==> config.mk <==
export PLATFORM = sky130hd
export DESIGN_NAME = ascon_perm_driver_flat
export DESIGN_NICKNAME = d
export VERILOG_FILES = /design/src/rtl/ascon_perm_driver_if.sv /design/src/rtl/ascon_perm_driver.sv /design/src/flat_wrapper.sv
export SDC_FILE = /design/constraint.sdc
export NUM_CORES = 1
export LEC_CHECK = 0
export CORE_AREA = 4 4 252 254
export DETAILED_ROUTE_END_ITERATION = 6
export DIE_AREA = 0 0 256 258
export PLACE_DENSITY = 0.54
export REMOVE_ABC_BUFFERS = 1
export SYNTH_ARGS = -nofsm -noshare
export SYNTH_HDL_FRONTEND = slang
export SYNTH_SLANG_ARGS = --single-unit
==> constraint.sdc <==
create_clock -name clk -period 2.4 [get_ports clk]
set_clock_uncertainty 0.1 [all_clocks]
set_input_delay 0.72 -clock clk [delete_from_list [all_inputs] [get_ports clk]]
set_output_delay 0.72 -clock clk [all_outputs]
set_load 0.02 [all_outputs]
==> src/rtl/ascon_perm_driver_if.sv <==
// ---------------------------------------------------------------------------
// ascon_perm_driver_if
// Bundles the host-side handshake and the core-side serial link of the
// Ascon permutation driver.
//   master : the driver itself (drives in_ready, out_valid, state_out,
//            perm_data, perm_load, start_permutation, constant,
//            perm_unload, err)
//   slave  : the environment (host producer/consumer plus the serial core)
// Host side : in_valid/in_ready/state_in, out_valid/out_ready/state_out
// Core side : perm_data, perm_load, start_permutation, const_req, constant,
//             perm_done, perm_state, perm_unload
// Status    : err (sticky protocol error)
// ---------------------------------------------------------------------------
interface ascon_perm_driver_if #(
  parameter int LANE_W = 64
);
  logic                  in_valid;
  logic                  in_ready;
  logic [5*LANE_W-1:0]   state_in;
  logic                  out_valid;
  logic                  out_ready;
  logic [5*LANE_W-1:0]   state_out;
  logic [4:0]            perm_data;
  logic                  perm_load;
  logic                  start_permutation;
  logic                  const_req;
  logic                  constant;
  logic                  perm_done;
  logic [4:0]            perm_state;
  logic                  perm_unload;
  logic                  err;

  modport master (
    input  in_valid, state_in, out_ready, const_req, perm_done, perm_state,
    output in_ready, out_valid, state_out, perm_data, perm_load,
           start_permutation, constant, perm_unload, err
  );

  modport slave (
    output in_valid, state_in, out_ready, const_req, perm_done, perm_state,
    input  in_ready, out_valid, state_out, perm_data, perm_load,
           start_permutation, constant, perm_unload, err
  );
endinterface

==> src/rtl/ascon_perm_driver.sv <==
// ---------------------------------------------------------------------------
// ascon_perm_driver
// Host-side driver for a bit-serial Ascon round-permutation core. Takes a
// 5-lane state word, streams it to the core one column per cycle (MSB first),
// serves the round-constant bits the core asks for, then collects the
// permuted state column by column and offers it to the consumer.
// Ports:
//   clk        : rising-edge clock
//   rst        : asynchronous reset, active low
//   rounds_sel : (only with ASCON_DRV_VAR_ROUNDS_EN) per-job round count,
//                00=12, 01=8, 10=6, 11=12 with err raised
//   bus        : ascon_perm_driver_if.master, host handshake + core link
// Configuration macro: ASCON_DRV_VAR_ROUNDS_EN (default undefined, round
// count fixed by the ROUNDS parameter).
// ---------------------------------------------------------------------------
module ascon_perm_driver #(
  parameter int ROUNDS = 12,
  parameter int LANE_W = 64
) (
  input  logic clk,
  input  logic rst,
`ifdef ASCON_DRV_VAR_ROUNDS_EN
  input  logic [1:0] rounds_sel,
`endif
  ascon_perm_driver_if.master bus
);

  localparam int CW = $clog2(LANE_W);
  localparam int SW = 5 * LANE_W;
  localparam logic [CW-1:0] CNT_LAST        = CW'(LANE_W - 1);
  // The 8-bit round constant occupies the last eight bit positions of a round.
  localparam logic [CW-1:0] CONST_FIRST_BIT = CW'(LANE_W - 8);
  localparam logic [3:0]    FIRST_IDX       = 4'(12 - ROUNDS);
  localparam logic [3:0]    LAST_ROUND      = 4'(ROUNDS - 1);

  typedef enum logic [2:0] {
    ST_IDLE   = 3'd0,
    ST_LOAD   = 3'd1,
    ST_START  = 3'd2,
    ST_RUN    = 3'd3,
    ST_UNLOAD = 3'd4,
    ST_DONE   = 3'd5
  } state_t;

  state_t          state_r;
  state_t          state_nxt_s;
  logic [CW-1:0]   cnt_r;
  logic [3:0]      round_r;
  logic [3:0]      first_idx_r;
  logic [3:0]      last_round_r;
  logic            spent_r;
  logic [SW-1:0]   shreg_r;
  logic            err_r;
  logic            in_ready_r;
  logic            out_valid_r;
  logic            perm_load_r;
  logic            start_r;
  logic            perm_unload_r;

  logic            accept_s;
  logic            cnt_last_s;
  logic            serve_s;
  logic            last_bit_s;
  logic            all_spent_s;
  logic            bad_sel_s;
  logic            err_set_s;
  logic            constant_s;
  logic [3:0]      job_first_s;
  logic [3:0]      job_last_s;
  logic [3:0]      rc_idx_s;
  logic [7:0]      rc_byte_s;

  // Column made of the current MSB of every lane, x0 in bit 4.
  function automatic logic [4:0] top_column(input logic [SW-1:0] s);
    logic [4:0] col;
    col = 5'b00000;
    for (int l = 0; l < 5; l++) begin
      col[4-l] = s[SW-1-l*LANE_W];
    end
    return col;
  endfunction

  // Shift every lane left by one, inserting one column bit per lane at the LSB.
  function automatic logic [SW-1:0] shift_in_column(input logic [SW-1:0] s,
                                                    input logic [4:0]    col);
    logic [SW-1:0] res;
    res = {SW{1'b0}};
    for (int l = 0; l < 5; l++) begin
      res[SW-1-l*LANE_W -: LANE_W] = {s[SW-2-l*LANE_W -: LANE_W-1], col[4-l]};
    end
    return res;
  endfunction

  assign accept_s    = (state_r == ST_IDLE) && bus.in_valid;
  assign cnt_last_s  = (cnt_r == CNT_LAST);
  assign serve_s     = (state_r == ST_RUN) && bus.const_req && !spent_r;
  // The final bit of the final round is being consumed this cycle.
  assign last_bit_s  = serve_s && cnt_last_s && (round_r == last_round_r);
  assign all_spent_s = spent_r || last_bit_s;

  // Round-count selection for the job being accepted.
  always_comb begin
    job_first_s = FIRST_IDX;
    job_last_s  = LAST_ROUND;
    bad_sel_s   = 1'b0;
`ifdef ASCON_DRV_VAR_ROUNDS_EN
    case (rounds_sel)
      2'b00: begin
        job_first_s = 4'd0;
        job_last_s  = 4'd11;
      end
      2'b01: begin
        job_first_s = 4'd4;
        job_last_s  = 4'd7;
      end
      2'b10: begin
        job_first_s = 4'd6;
        job_last_s  = 4'd5;
      end
      default: begin
        job_first_s = 4'd0;
        job_last_s  = 4'd11;
        bad_sel_s   = 1'b1;
      end
    endcase
`endif
  end

  // FSM state register.
  always_ff @(posedge clk or negedge rst) begin
    if (!rst) begin
      state_r <= ST_IDLE;
    end else begin
      state_r <= state_nxt_s;
    end
  end

  // FSM next-state logic.
  always_comb begin
    state_nxt_s = state_r;
    case (state_r)
      ST_IDLE: begin
        if (accept_s) state_nxt_s = ST_LOAD;
        else          state_nxt_s = ST_IDLE;
      end
      ST_LOAD: begin
        if (cnt_last_s) state_nxt_s = ST_START;
        else            state_nxt_s = ST_LOAD;
      end
      ST_START: state_nxt_s = ST_RUN;
      ST_RUN: begin
        if (bus.perm_done) state_nxt_s = ST_UNLOAD;
        else               state_nxt_s = ST_RUN;
      end
      ST_UNLOAD: begin
        if (cnt_last_s) state_nxt_s = ST_DONE;
        else            state_nxt_s = ST_UNLOAD;
      end
      ST_DONE: begin
        if (bus.out_ready) state_nxt_s = ST_IDLE;
        else               state_nxt_s = ST_DONE;
      end
      default: state_nxt_s = ST_IDLE;
    endcase
  end

  // Datapath: shared load/unload shift register and phase/bit/round counters.
  always_ff @(posedge clk or negedge rst) begin
    if (!rst) begin
      shreg_r      <= {SW{1'b0}};
      cnt_r        <= {CW{1'b0}};
      round_r      <= 4'd0;
      spent_r      <= 1'b0;
      first_idx_r  <= FIRST_IDX;
      last_round_r <= LAST_ROUND;
    end else begin
      case (state_r)
        ST_IDLE: begin
          if (accept_s) begin
            shreg_r      <= bus.state_in;
            cnt_r        <= {CW{1'b0}};
            round_r      <= 4'd0;
            spent_r      <= 1'b0;
            first_idx_r  <= job_first_s;
            last_round_r <= job_last_s;
          end else begin
            shreg_r <= shreg_r;
          end
        end
        ST_LOAD: begin
          // Lanes drain MSB first; by the end the register holds zeros and
          // is ready to receive the permuted columns.
          shreg_r <= shift_in_column(shreg_r, 5'b00000);
          if (cnt_last_s) cnt_r <= {CW{1'b0}};
          else            cnt_r <= cnt_r + CW'(1);
        end
        ST_START: begin
          cnt_r   <= {CW{1'b0}};
          round_r <= 4'd0;
          spent_r <= 1'b0;
        end
        ST_RUN: begin
          if (bus.perm_done) begin
            cnt_r <= {CW{1'b0}};
          end else if (serve_s) begin
            if (cnt_last_s) begin
              cnt_r <= {CW{1'b0}};
              if (round_r == last_round_r) spent_r <= 1'b1;
              else                         round_r <= round_r + 4'd1;
            end else begin
              cnt_r <= cnt_r + CW'(1);
            end
          end else begin
            cnt_r <= cnt_r;
          end
        end
        ST_UNLOAD: begin
          shreg_r <= shift_in_column(shreg_r, bus.perm_state);
          if (cnt_last_s) cnt_r <= {CW{1'b0}};
          else            cnt_r <= cnt_r + CW'(1);
        end
        ST_DONE: begin
          shreg_r <= shreg_r;
        end
        default: begin
          cnt_r <= {CW{1'b0}};
        end
      endcase
    end
  end

  // Round-constant bit: byte {0xF-i, i} served MSB first over the last 8 bits.
  always_comb begin
    rc_idx_s  = first_idx_r + round_r;
    rc_byte_s = {4'hF - rc_idx_s, rc_idx_s};
    if ((state_r == ST_RUN) && !spent_r && (cnt_r >= CONST_FIRST_BIT)) begin
      constant_s = rc_byte_s[~cnt_r[2:0]];
    end else begin
      constant_s = 1'b0;
    end
  end

  // Protocol-error detection.
  always_comb begin
    err_set_s = 1'b0;
    if (bus.const_req && ((state_r != ST_RUN) || spent_r)) begin
      err_set_s = 1'b1;
    end else if ((state_r == ST_RUN) && bus.perm_done && !all_spent_s) begin
      err_set_s = 1'b1;
    end else if (accept_s && bad_sel_s) begin
      err_set_s = 1'b1;
    end else begin
      err_set_s = 1'b0;
    end
  end

  // Sticky error flag, cleared only by reset.
  always_ff @(posedge clk or negedge rst) begin
    if (!rst) begin
      err_r <= 1'b0;
    end else begin
      err_r <= err_r | err_set_s;
    end
  end

  // Phase flags registered from the next state so they align with the phase.
  always_ff @(posedge clk or negedge rst) begin
    if (!rst) begin
      in_ready_r    <= 1'b1;
      out_valid_r   <= 1'b0;
      perm_load_r   <= 1'b0;
      start_r       <= 1'b0;
      perm_unload_r <= 1'b0;
    end else begin
      in_ready_r    <= (state_nxt_s == ST_IDLE);
      out_valid_r   <= (state_nxt_s == ST_DONE);
      perm_load_r   <= (state_nxt_s == ST_LOAD);
      start_r       <= (state_nxt_s == ST_START);
      perm_unload_r <= (state_nxt_s == ST_UNLOAD);
    end
  end

  assign bus.in_ready          = in_ready_r;
  assign bus.out_valid         = out_valid_r;
  assign bus.state_out         = shreg_r;
  assign bus.perm_data         = perm_load_r ? top_column(shreg_r) : 5'b00000;
  assign bus.perm_load         = perm_load_r;
  assign bus.start_permutation = start_r;
  assign bus.constant          = constant_s;
  assign bus.perm_unload       = perm_unload_r;
  assign bus.err               = err_r;

endmodule

==> src/flat_wrapper.sv <==
// flat-port wrapper written by rule: the top's interface ports become plain ports
module ascon_perm_driver_flat 
#(
  parameter int ROUNDS = 12,
  parameter int LANE_W = 64
)
  (clk, rst, bus_in_valid, bus_state_in, bus_out_ready, bus_const_req, bus_perm_done, bus_perm_state, bus_in_ready, bus_out_valid, bus_state_out, bus_perm_data, bus_perm_load, bus_start_permutation, bus_constant, bus_perm_unload, bus_err);
  ascon_perm_driver_if #(.LANE_W(LANE_W)) bus_i ();
  input  logic clk;
  input  logic rst;
  input wire logic [$bits(bus_i.in_valid)-1:0] bus_in_valid;
  input wire logic [$bits(bus_i.state_in)-1:0] bus_state_in;
  input wire logic [$bits(bus_i.out_ready)-1:0] bus_out_ready;
  input wire logic [$bits(bus_i.const_req)-1:0] bus_const_req;
  input wire logic [$bits(bus_i.perm_done)-1:0] bus_perm_done;
  input wire logic [$bits(bus_i.perm_state)-1:0] bus_perm_state;
  output wire logic [$bits(bus_i.in_ready)-1:0] bus_in_ready;
  output wire logic [$bits(bus_i.out_valid)-1:0] bus_out_valid;
  output wire logic [$bits(bus_i.state_out)-1:0] bus_state_out;
  output wire logic [$bits(bus_i.perm_data)-1:0] bus_perm_data;
  output wire logic [$bits(bus_i.perm_load)-1:0] bus_perm_load;
  output wire logic [$bits(bus_i.start_permutation)-1:0] bus_start_permutation;
  output wire logic [$bits(bus_i.constant)-1:0] bus_constant;
  output wire logic [$bits(bus_i.perm_unload)-1:0] bus_perm_unload;
  output wire logic [$bits(bus_i.err)-1:0] bus_err;
  assign bus_i.in_valid = bus_in_valid;
  assign bus_i.state_in = bus_state_in;
  assign bus_i.out_ready = bus_out_ready;
  assign bus_i.const_req = bus_const_req;
  assign bus_i.perm_done = bus_perm_done;
  assign bus_i.perm_state = bus_perm_state;
  assign bus_in_ready = bus_i.in_ready;
  assign bus_out_valid = bus_i.out_valid;
  assign bus_state_out = bus_i.state_out;
  assign bus_perm_data = bus_i.perm_data;
  assign bus_perm_load = bus_i.perm_load;
  assign bus_start_permutation = bus_i.start_permutation;
  assign bus_constant = bus_i.constant;
  assign bus_perm_unload = bus_i.perm_unload;
  assign bus_err = bus_i.err;
  ascon_perm_driver #(.ROUNDS(ROUNDS), .LANE_W(LANE_W)) u_core (.clk(clk), .rst(rst), .bus(bus_i));
endmodule
==> results.sh <==
export IMPL_status="complete, but fails checks"
export IMPL_violations="setup timing"
export IMPL_num_fill_cells=6242
export IMPL_synth_distinct_cells=50
export IMPL_route_met2_wl_um=32100
export IMPL_nNetsFinal=2872
export IMPL_ant_nets=0
export IMPL_worstMarginPinSlew_ns=0.752
export IMPL_io_buffers=662
export IMPL_cp_end_kind="primary output"
export IMPL_crit_path_start_kind="flop"
export IMPL_gr_total_overflow=0
export IMPL_layout_min_cycle_time_ns=2.76
export IMPL_design_area_um2=24900
export IMPL_rows=91
export IMPL_fin_crit_sh_pct=115
export IMPL_highest_layer="met5"
export IMPL_ir_worst_vdd_mv=0.538
export IMPL_layout_commonest_cell="nand2_1"
export IMPL_required_ns=1.58
export IMPL_rsz0062_at_grt="yes"
export IMPL_totalPowerFinal_mw=30.1
export IMPL_finalHoldViolCount=0
export IMPL_worstPathMaxFanout=2
export IMPL_routed_wl_met3_um=4040
export IMPL_synth_edff_count=0
export IMPL_wl_um=63700
export IMPL_maxSlewViolCount=0
export IMPL_cts_max_path_buffers=3
export IMPL_grt_max_degree=63
export IMPL_syn_inst=1868
export IMPL_grt_pass1_wl_um=96700
export IMPL_mostFrequentLayoutCells="639 x nand2_1, 339 x clkdlybuf4s50_1, 339 x dfrtp_1"
export IMPL_wl_met1_um=25900
export IMPL_final_util_pct=40.6
export IMPL_die_y_um=258
export IMPL_setup_tns_ns=-0.363
export IMPL_seqCellArea_um2=8510
export IMPL_syn_to_final_growth_pct=61.5
export IMPL_vias=15900
export IMPL_final_cell_count_no_fill=3362
export IMPL_grt_pass1_vias=15900
export IMPL_setup_viol=1
export IMPL_synth_area_per_cell_um2=8.25
export IMPL_slew_headroom_pct=49.7
export IMPL_crit_arrival_ns=1.94
export IMPL_power_leakage_nw=12.1
export IMPL_die_w_um=256
export IMPL_hold_class="flop to flop"
export IMPL_path_clk_slew_ns=0.06
export IMPL_place_hpwl_um=48500
export IMPL_firstDrtPassIters=6
export IMPL_power_density_nw_per_um2=1210
export IMPL_ys_seq_elements=340
export IMPL_cts_sinks=340
export IMPL_antenna_found_initial=4
export IMPL_start_util_pct=25.2
export IMPL_setup_slack_ns=-0.363
export IMPL_wl_per_cell_um=18.9
export IMPL_pin_count=663
export IMPL_numCtsBuffers=42
export IMPL_layout_drive_gt1_share_pct=7.79
export IMPL_dr_first_iter_drc_count=1092
export IMPL_yosys_warnings=0
export IMPL_cap_viol_max_count=0
export IMPL_cts_tree="yes"
export IMPL_htree_levels=2
export IMPL_multi_input_area_um2=6350
export IMPL_gp_congestion=0.868
export IMPL_ys_async_sr_fraction_pct=100
export IMPL_vias_per_cell=4.72
export IMPL_core_um2=61300
export IMPL_placedCellCount=3280
export IMPL_fmax_mhz=362
export IMPL_placed_area_um2=23700
export IMPL_route_detailed_drc=0
export IMPL_grt_usage_pct=18.3
export IMPL_cts_root_buffer="clkbuf_16"
export IMPL_die_area_um2=66000
export IMPL_synth_flop_cell="dfrtp_1"
export IMPL_clk_latency_ns=0.54
export IMPL_ys_seq_area_share_pct=55.2
export IMPL_syn_cell_area_um2=15400
export IMPL_path_class="flop to primary output"
## stage by stage
step	setup WS (ns)	hold slack (ns)
final	-0.363	0.414
after floorplan	-33.54	0.324
after CTS	-0.464	0.419
after detailed placement	-0.335	0.399
after global placement	-0.342	0.390
after global routing	-0.476	0.466
## report_power, final
group / leakage [nW] / total (mW) / internal (mW) / switching [mW]
Combinational: 7.06 / 13.2 / 5.30 / 7.85
Clock: 0.722 / 6.66 / 4.11 / 2.55
Sequential: 4.27 / 10.3 / 8.19 / 2.07
Total: 12.1 / 30.1 / 17.6 / 12.5
## final cells by class
class / count / share of cell area, %
flip-flops and latches: 340 / 34.2
repair buffers: 772 / 30.3
multi-input cells: 1377 / 25.5
clock buffers: 59 / 5.10
well taps: 790 / 3.97
clock inverters: 16 / 0.775
inverters: 5 / 0.0754
diodes: 3 / 0.0302
## worst paths after layout
path	from	endpoint	slack, ns	cells after the start
max in group asynchronous	rst	u_core.bus.state_out[115]$_DFFE_PN0P_	0.90	3
setup / recovery	u_core.cnt_r[1]$_DFFE_PN0P_	bus_constant	-0.36	4
hold / removal	u_core.bus.err$_DFF_PN0_	u_core.bus.err$_DFF_PN0_	0.41	2
hold reg to reg	u_core.bus.err$_DFF_PN0_	u_core.bus.err$_DFF_PN0_	0.41	2
min in group asynchronous	rst	u_core.bus.state_out[220]$_DFFE_PN0P_	0.59	2
setup reg to reg	u_core.cnt_r[1]$_DFFE_PN0P_	u_core.round_r[1]$_DFFE_PN0P_	0.14	6
## cell families after synthesis
kind of cell	count (synthesis)	synth area share [%]
buf+inv	151	3.87
xor+xnor	1	0.0569
flops	340	55.2
simple gates	1016	25.6
fa+ha+maj	3	0.244
compound gates	351	14.5
mux	6	0.512
## cell usage after synthesis, types with 5 or more instances
cell / instances / area share (%)
buf_2: 23 / 0.75
buf_1: 15 / 0.37
nand2_1: 639 / 16
a31oi_1: 315 / 13
nor3_1: 6 / 0.19
a21oi_1: 10 / 0.32
a22oi_1: 5 / 0.24
and2_1: 6 / 0.24
clkbuf_1: 108 / 2.6
nor2b_1: 5 / 0.20
nand2b_1: 6 / 0.24
inv_1: 5 / 0.12
dfrtp_1: 339 / 55
nor2_1: 332 / 8.1
## flip-flops by register name, summed over array words and instances, names as in the netlist, 3 cells and up
name	cells
u_core.bus.state_out	320
u_core.cnt_r	6
u_core.round_r	4
u_core.state_r	3
## what timing repair did
action                                 in CTS  in global routing
gates cloned                                0                  0
resized for setup                         314                 19
setup endpoints to repair                 305                 20
pin swaps                                   1                  1
endpoints found under the hold margin      29                  0
hold buffers                                1                  0
buffers inserted                            3                  0
## critical path, cell delays in order, from the launching register on
cell and delay (ns):
dfrtp_1 0.38, mux4_2 0.54, xor2_2 0.17, nor3_2 0.13
buf_4 0.19
## layer usage
metal	vias to the layer above	GRT usage, %
met3	87	4.61
met1	7628	22.2
met4	2	5.53
li1	7616	-
met5	-	0
met2	524	32.2
No activity file was read; power rests on OpenSTA's default activity.
